`config.mk`:
```
export PLATFORM = sky130hd
export DESIGN_NAME = cv32e40x_id_operand_stage
export DESIGN_NICKNAME = d
export VERILOG_FILES = /design/src/rtl/cv32e40x_id_operand_stage.sv
export SDC_FILE = /design/constraint.sdc
export NUM_CORES = 1
export LEC_CHECK = 0
export ABC_AREA = 1
export CAP_MARGIN = 20
export CORE_UTILIZATION = 40
export DETAILED_ROUTE_END_ITERATION = 8
export MAX_ROUTING_LAYER = met4
export PLACE_DENSITY_LB_ADDON = 0.12
export REMOVE_ABC_BUFFERS = 1
export SETUP_SLACK_MARGIN = 0.2
export SYNTH_ARGS = -nofsm -noshare
export SYNTH_HDL_FRONTEND = slang
export SYNTH_SLANG_ARGS = --single-unit
```
`constraint.sdc`:
```
create_clock -name clk -period 2.1 [get_ports clk]
set_input_delay 0.42 -clock clk [delete_from_list [all_inputs] [get_ports clk]]
set_output_delay 0.42 -clock clk [all_outputs]
set_load 0.01 [all_outputs]
```
`src/rtl/cv32e40x_id_operand_stage.sv`:
```
// ID operand stage: forward-select muxes, hazard/handshake combine,
// ID/EX operand register and saturating hazard-stall counter.
module cv32e40x_id_operand_stage #(
  parameter int unsigned DATA_WIDTH = 32,
  parameter int unsigned CNT_WIDTH  = 32
) (
  input  logic                  clk,
  input  logic                  rst,
  input  logic                  id_valid_i,
  input  logic                  ex_ready_i,
  input  logic                  halt_id_i,
  input  logic                  kill_id_i,
  input  logic [1:0]            operand_a_fw_sel_i,
  input  logic [1:0]            operand_b_fw_sel_i,
  input  logic                  jalr_fw_sel_i,
  input  logic                  jalr_en_i,
  input  logic                  load_stall_i,
  input  logic                  jalr_stall_i,
  input  logic                  csr_stall_i,
  input  logic                  wfi_stall_i,
  input  logic                  mnxti_stall_i,
  input  logic [DATA_WIDTH-1:0] rf_rdata_a_i,
  input  logic [DATA_WIDTH-1:0] rf_rdata_b_i,
  input  logic [DATA_WIDTH-1:0] ex_fw_data_i,
  input  logic [DATA_WIDTH-1:0] wb_fw_data_i,
  input  logic                  cnt_clr_i,
  output logic                  id_ready_o,
  output logic                  hazard_stall_o,
  output logic [DATA_WIDTH-1:0] jalr_base_o,
  output logic                  ex_valid_o,
  output logic [DATA_WIDTH-1:0] operand_a_o,
  output logic [DATA_WIDTH-1:0] operand_b_o,
  output logic [CNT_WIDTH-1:0]  stall_cnt_o
);

  logic [DATA_WIDTH-1:0] op_a_mux;
  logic [DATA_WIDTH-1:0] op_b_mux;
  logic                  transfer;
  logic                  cnt_inc;
  logic                  cnt_sat;

  assign hazard_stall_o = load_stall_i
                        | (jalr_stall_i & jalr_en_i)
                        | csr_stall_i
                        | wfi_stall_i
                        | mnxti_stall_i;

  // Selector 11 falls back to the regfile so no X leaks into EX
  always_comb begin
    op_a_mux = rf_rdata_a_i;
    unique case (operand_a_fw_sel_i)
      2'b01:   op_a_mux = ex_fw_data_i;
      2'b10:   op_a_mux = wb_fw_data_i;
      default: op_a_mux = rf_rdata_a_i;
    endcase
  end

  always_comb begin
    op_b_mux = rf_rdata_b_i;
    unique case (operand_b_fw_sel_i)
      2'b01:   op_b_mux = ex_fw_data_i;
      2'b10:   op_b_mux = wb_fw_data_i;
      default: op_b_mux = rf_rdata_b_i;
    endcase
  end

  assign jalr_base_o = jalr_fw_sel_i ? wb_fw_data_i
                                     : rf_rdata_a_i;

  // A killed instruction must drain regardless of stalls
  assign id_ready_o = kill_id_i
                    | (ex_ready_i & ~halt_id_i & ~hazard_stall_o);

  assign transfer = id_valid_i & id_ready_o & ~kill_id_i;

  always_ff @(posedge clk) begin
    if (rst) begin
      ex_valid_o  <= 1'b0;
      operand_a_o <= '0;
      operand_b_o <= '0;
    end else if (kill_id_i) begin
      ex_valid_o  <= 1'b0;
    end else if (transfer) begin
      ex_valid_o  <= 1'b1;
      operand_a_o <= op_a_mux;
      operand_b_o <= op_b_mux;
    end else if (ex_ready_i) begin
      ex_valid_o  <= 1'b0;
    end
  end

  // Back-pressure and halt cycles are not hazard cycles
  assign cnt_inc = id_valid_i & hazard_stall_o & ~halt_id_i
                 & ~kill_id_i & ex_ready_i;
  assign cnt_sat = &stall_cnt_o;

  always_ff @(posedge clk) begin
    if (rst) begin
      stall_cnt_o <= '0;
    end else if (cnt_clr_i) begin
      stall_cnt_o <= '0;
    end else if (cnt_inc && !cnt_sat) begin
      stall_cnt_o <= stall_cnt_o + 1'b1;
    end
  end

endmodule

```
## After elaboration in Yosys (flattened, before gate mapping)

Cells that the tools add are included.

| storage, ports and cells | value |
|---|---|
| bits in registers | 97 |
| bits in latches | 0 |
| bits in writable memories | 0 |
| bits in read-only memories | 0 |
| input bits | 146 |
| output and inout bits | 131 |
| word-level logic and storage cells | 38 |
| memories kept | 0 |

| operators by class | value |
|---|---|
| add/subtract/negate cells | 1 |
| multiply operators | 0 |
| div/mod/pow operators | 0 |
| magnitude comparators | 0 |
| equal/unequal tests | 4 |
| shift-type cells | 0 |
| mux-type cells | 5 |
| bitwise gates (word level) | 17 |
| reduce and logical (&&, ||, !) cells | 7 |

Operator list:

| cell | number |
|---|---|
| $pmux W32 S2 | 2 |
| $add A32 B1 Y32 const B | 1 |
| $mux W32 | 1 |
| $reduce_and A32 Y1 | 1 |
| $and A1 B1 Y1 | 9 |
| $or A1 B1 Y1 | 5 |
| $eq A2 B1 Y1 const B | 2 |
| $eq A2 B2 Y1 const B | 2 |
| $reduce_or A2 Y1 | 2 |
| $not A1 Y1 | 3 |
| $mux W1 | 2 |
| $reduce_and A2 Y1 | 1 |
| $reduce_bool A2 Y1 | 1 |
| $logic_and A1 B1 Y1 | 1 |
| $logic_not A1 Y1 | 1 |

## Longest topological paths before layout

| depth | value |
|---|---|
| word-level depth | 11 |
| mapped depth | 11 |
| depth with buffers taken out | 10 |

## Worst setup path after synthesis

Ideal clock, no wire load.

| path | value |
|---|---|
| kind | reg2reg |
| start | reg stall_cnt_o[1] |
| end | reg stall_cnt_o[28] |
| setup time | 71 ps |
| data arrival time | 1,653 ps |
| required time | 2,029 ps |
| setup slack | 377 ps |
| cell stages (with the launch flop) | 12 |
| path buffers | 2 |
| period minus slack after synthesis | 1,723 ps |
| cell sequence | dfxtp_1 > ha_1 > inv_2 > nor2_8 > nand2_4 > nor2_8 > nand2_4 > nand2_4 > buf_6 > buf_12 > nand2_2 > a21oi_2 |

| on the way | value |
|---|---|
| longest elaborated chain between the ends | 3 |
| elaborated cells on any way between the ends | 4 |
| classes of those cells | add/sub: 1; reduce/logical: 3 |

RTL lines:

| item | line | text |
|---|---|---|
| from (decl) | 33 | `output logic [CNT_WIDTH-1:0] stall_cnt_o` |
| from (signal assigned) | 103 | `stall_cnt_o <= stall_cnt_o + 1'b1;` |
| parallel branches: the longest is 3 deep, another holds $add A32 B1 Y32 | -- |  |

Several ways; the timed one is not identified.
A chain may end at the register's enable or synchronous reset.

## Worst setup path in the final report

| path | value |
|---|---|
| start | in jalr_stall_i |
| end | out id_ready_o |

| on the way | value |
|---|---|
| longest elaborated chain between the ends | 8 |

RTL lines:

| item | line | text |
|---|---|---|
| from (decl) | 18 | `input logic jalr_stall_i,` |
| $and A1 B1 Y1 | 43 | `\| (jalr_stall_i & jalr_en_i)` |
| $or A1 B1 Y1 | 43 |  |
| $or A1 B1 Y1 | 44 | `\| csr_stall_i` |
| $or A1 B1 Y1 | 45 | `\| wfi_stall_i` |
| $or A1 B1 Y1 | 46 | `\| mnxti_stall_i;` |
| $not A1 Y1 | 72 | `\| (ex_ready_i & ~halt_id_i & ~hazard_stall_o);` |
| $and A1 B1 Y1 | 72 |  |
| $or A1 B1 Y1 | 72 |  |
| to (decl) | 27 | `output logic id_ready_o,` |

No other way between the ends.

==> results.cfg <==
[grt]
grtUsageMet2_pct = 49.9
overflow = 0
grt.busiest_layer = met2
antenna_found_initial = 1
grt_max_degree = 65
grt_first_pass_wirelength_mm = 37.9
grtUsageMet1_pct = 35.8
grt_pass1_vias = 7321
use_met3_pct = 7.98
grt_usage_pct = 30.9

[place]
dpl.hpwl_mm = 18.2
dp_slack_ps = -263
dpl_cell_area_um2 = 9730
post-place-cells = 1550
numPortBuffers = 276
finalWeightedCongestion = 0.906

[die]
core_um2 = 15400
start_util_pct = 41.5
io_pins = 277
die_x_um = 128
dieArea_um2 = 16500
fp-row-count = 45
die_height_um = 128

[clock_network]
root_buffer = clkbuf_16
cts_max_level = 3
cts_buffers = 9
clk_latency_ps = 350
cts_tree = done
cts_hold_buf = 0
clkSinkCount = 97
clock_path_buffers = 2
clkTransAtPathRegs_ps = 70

[synth]
ys_seq_elements = 97
synth.avg_cell_area_um2 = 5.96
yosys_warnings = 0
synth_area_um2 = 6400
yosysUniqueCellTypes = 30
seq_area_frac_synth_pct = 30.3
synth_cells = 1073

[route]
via_count = 7965
via_per_inst = 5.05
drtIter0Drc = 553
drc_errors = 0
drt-pass1-iter-count = 5
wl_per_cell_um = 15.9
wl_mm = 25.0
antenna_left = 0

[critical_path]
crit_required_ps = 1680
arrival_ps = 1490
end_kind = output port
critical_path.max_fanout = 2
cp-start-kind = input port
critical_path_class = in2out

[layout]
final_cells = 1577
layout_commonest_cell = nand2_1
syn_to_final_growth_pct = 60.0
mostFrequentLayoutCells = nand2_1 (298), clkdlybuf4s50_1 (237), inv_1 (161)
fin_area_um2 = 10200
nets = 1512
drive_gt1_share_pct = 9.30

[sta]
slew_headroom_pct = 73.1
setup_tns_ps = 0
tightest_slew_ps = 404
finalWorstSetupSlack_ps = 192
finalWorstPathRequiredPeriod_ps = 1910
rsz0062_at_grt = yes
finalSetupViolCount = 0
hold_viol = 0
fmax_ghz = 0.524
drv_slew = 0
finalCritPeriodShare_pct = 90.9
skew_ps = 5.68

[power_and_ir_drop]
power_leakage_nw = 4.36
ir_drop_mv = 0.434
p_sw_share_pct = 27.2
p_seq_share_pct = 38.1
p_per_area_nw_per_um2 = 485
power_frac_comb_pct = 24.2
intPower_mw = 3.62
pwr-share-clk_pct = 37.7
p_sw_mw = 1.35

[outcome]
status = finished clean

[job]
cap_viol_max_count = 0

[worst_hold_path]
hp-class = reg2reg
[cell families after synthesis]
group,count (synthesis),synth area share [%]
AO/OA/AOI/OAI,286,24.8
flip-flops,97,30.3
buffers and inverters,233,14.2
adder cells (fa/ha/maj),5,0.978
AND/OR/NAND/NOR,437,27.6
XOR/XNOR,15,2.05
[worst max-delay path, cell delays in order]
cell,delay (ps)
clkdlybuf4s50_1,420
nand2_1,120
nand3_2,130
o21ai_4,260
buf_6,140
[sequential cells by signal, summed over array words and instances (netlist names)]
| name | flops |
|---|---|
| operand_b_o | 32 |
| ex_valid_o | 1 |
| operand_a_o | 32 |
| stall_cnt_o | 32 |
[area by class of cell]
class                           instances  area [µm²]
Sequential cell                        97        1950
Multi-Input combinational cell        743        3580
Clock inverter                          2        60.1
Tap cell                              211         264
Inverter                              168         636
Fill cell                            1445        5190
Antenna cell                            1        2.50
Timing Repair Buffer                  342        3480
Clock buffer                           13         270
[power by group through the flow]
| stage | Combinational [mW] | Clock [mW] | Sequential (mW) |
|---|---|---|---|
| finish | 1.21 | 1.87 | 1.89 |
| global route | 1.31 | 1.98 | 1.90 |
| CTS | 1.18 | 1.90 | 1.89 |
| detailed placement | 1.20 | 0 | 1.93 |
| global placement | 1.20 | 0 | 1.93 |
| floorplan | 0.441 | 0 | 1.95 |
[through the flow]
stage | hold slack [ps] | power, mW | util (%)
after global routing | 466 | 5.19 | 66.4
after detailed placement | 437 | 3.14 | 63.1
after floorplan | 470 | 2.39 | -
final | 444 | 4.97 | 66.4
after CTS | 447 | 4.97 | 65.3
after global placement | 431 | 3.13 | 63.1
[routing by layer]
layer	routed length (µm)	vias to the layer above
met4	947	0
met1	10300	3581
met2	11800	319
met5	0	-
li1	-	4004
met3	1960	61
[worst paths after layout]
path,depth (start not counted),startpoint,end,slack (ps)
setup / recovery,5,jalr_stall_i,id_ready_o,190
hold / removal,2,operand_b_o[12],operand_b_o[12],440
setup reg to reg,10,stall_cnt_o[0],stall_cnt_o[8],330
hold reg to reg,2,operand_b_o[12],operand_b_o[12],440
[synth_stat cells (all sizes together)]
cell | count | area share, %
a21oi | 57 | 5.0
a31oi | 32 | 3.1
and2 | 1 | 0.098
buf | 8 | 0.98
clkbuf | 57 | 3.3
clkinv | 2 | 0.12
dfxtp | 97 | 30
ha | 5 | 0.98
inv | 166 | 9.7
nand2 | 312 | 19
nand3 | 15 | 1.2
nand3b | 1 | 0.12
nand4 | 5 | 0.49
nor2 | 101 | 6.5
nor3 | 2 | 0.16
o21ai | 133 | 10
o22ai | 64 | 6.3
xnor2 | 6 | 0.82
xor2 | 9 | 1.2
[repair_timing]
item | 4_1_cts | 5_1_grt
pin swaps | 3 | 5
gates cloned | 0 | 4
buffers inserted | 4 | 3
resized for setup | 40 | 60
endpoints found under the setup margin | 42 | 91
No activity file was read; power rests on OpenSTA's default activity.
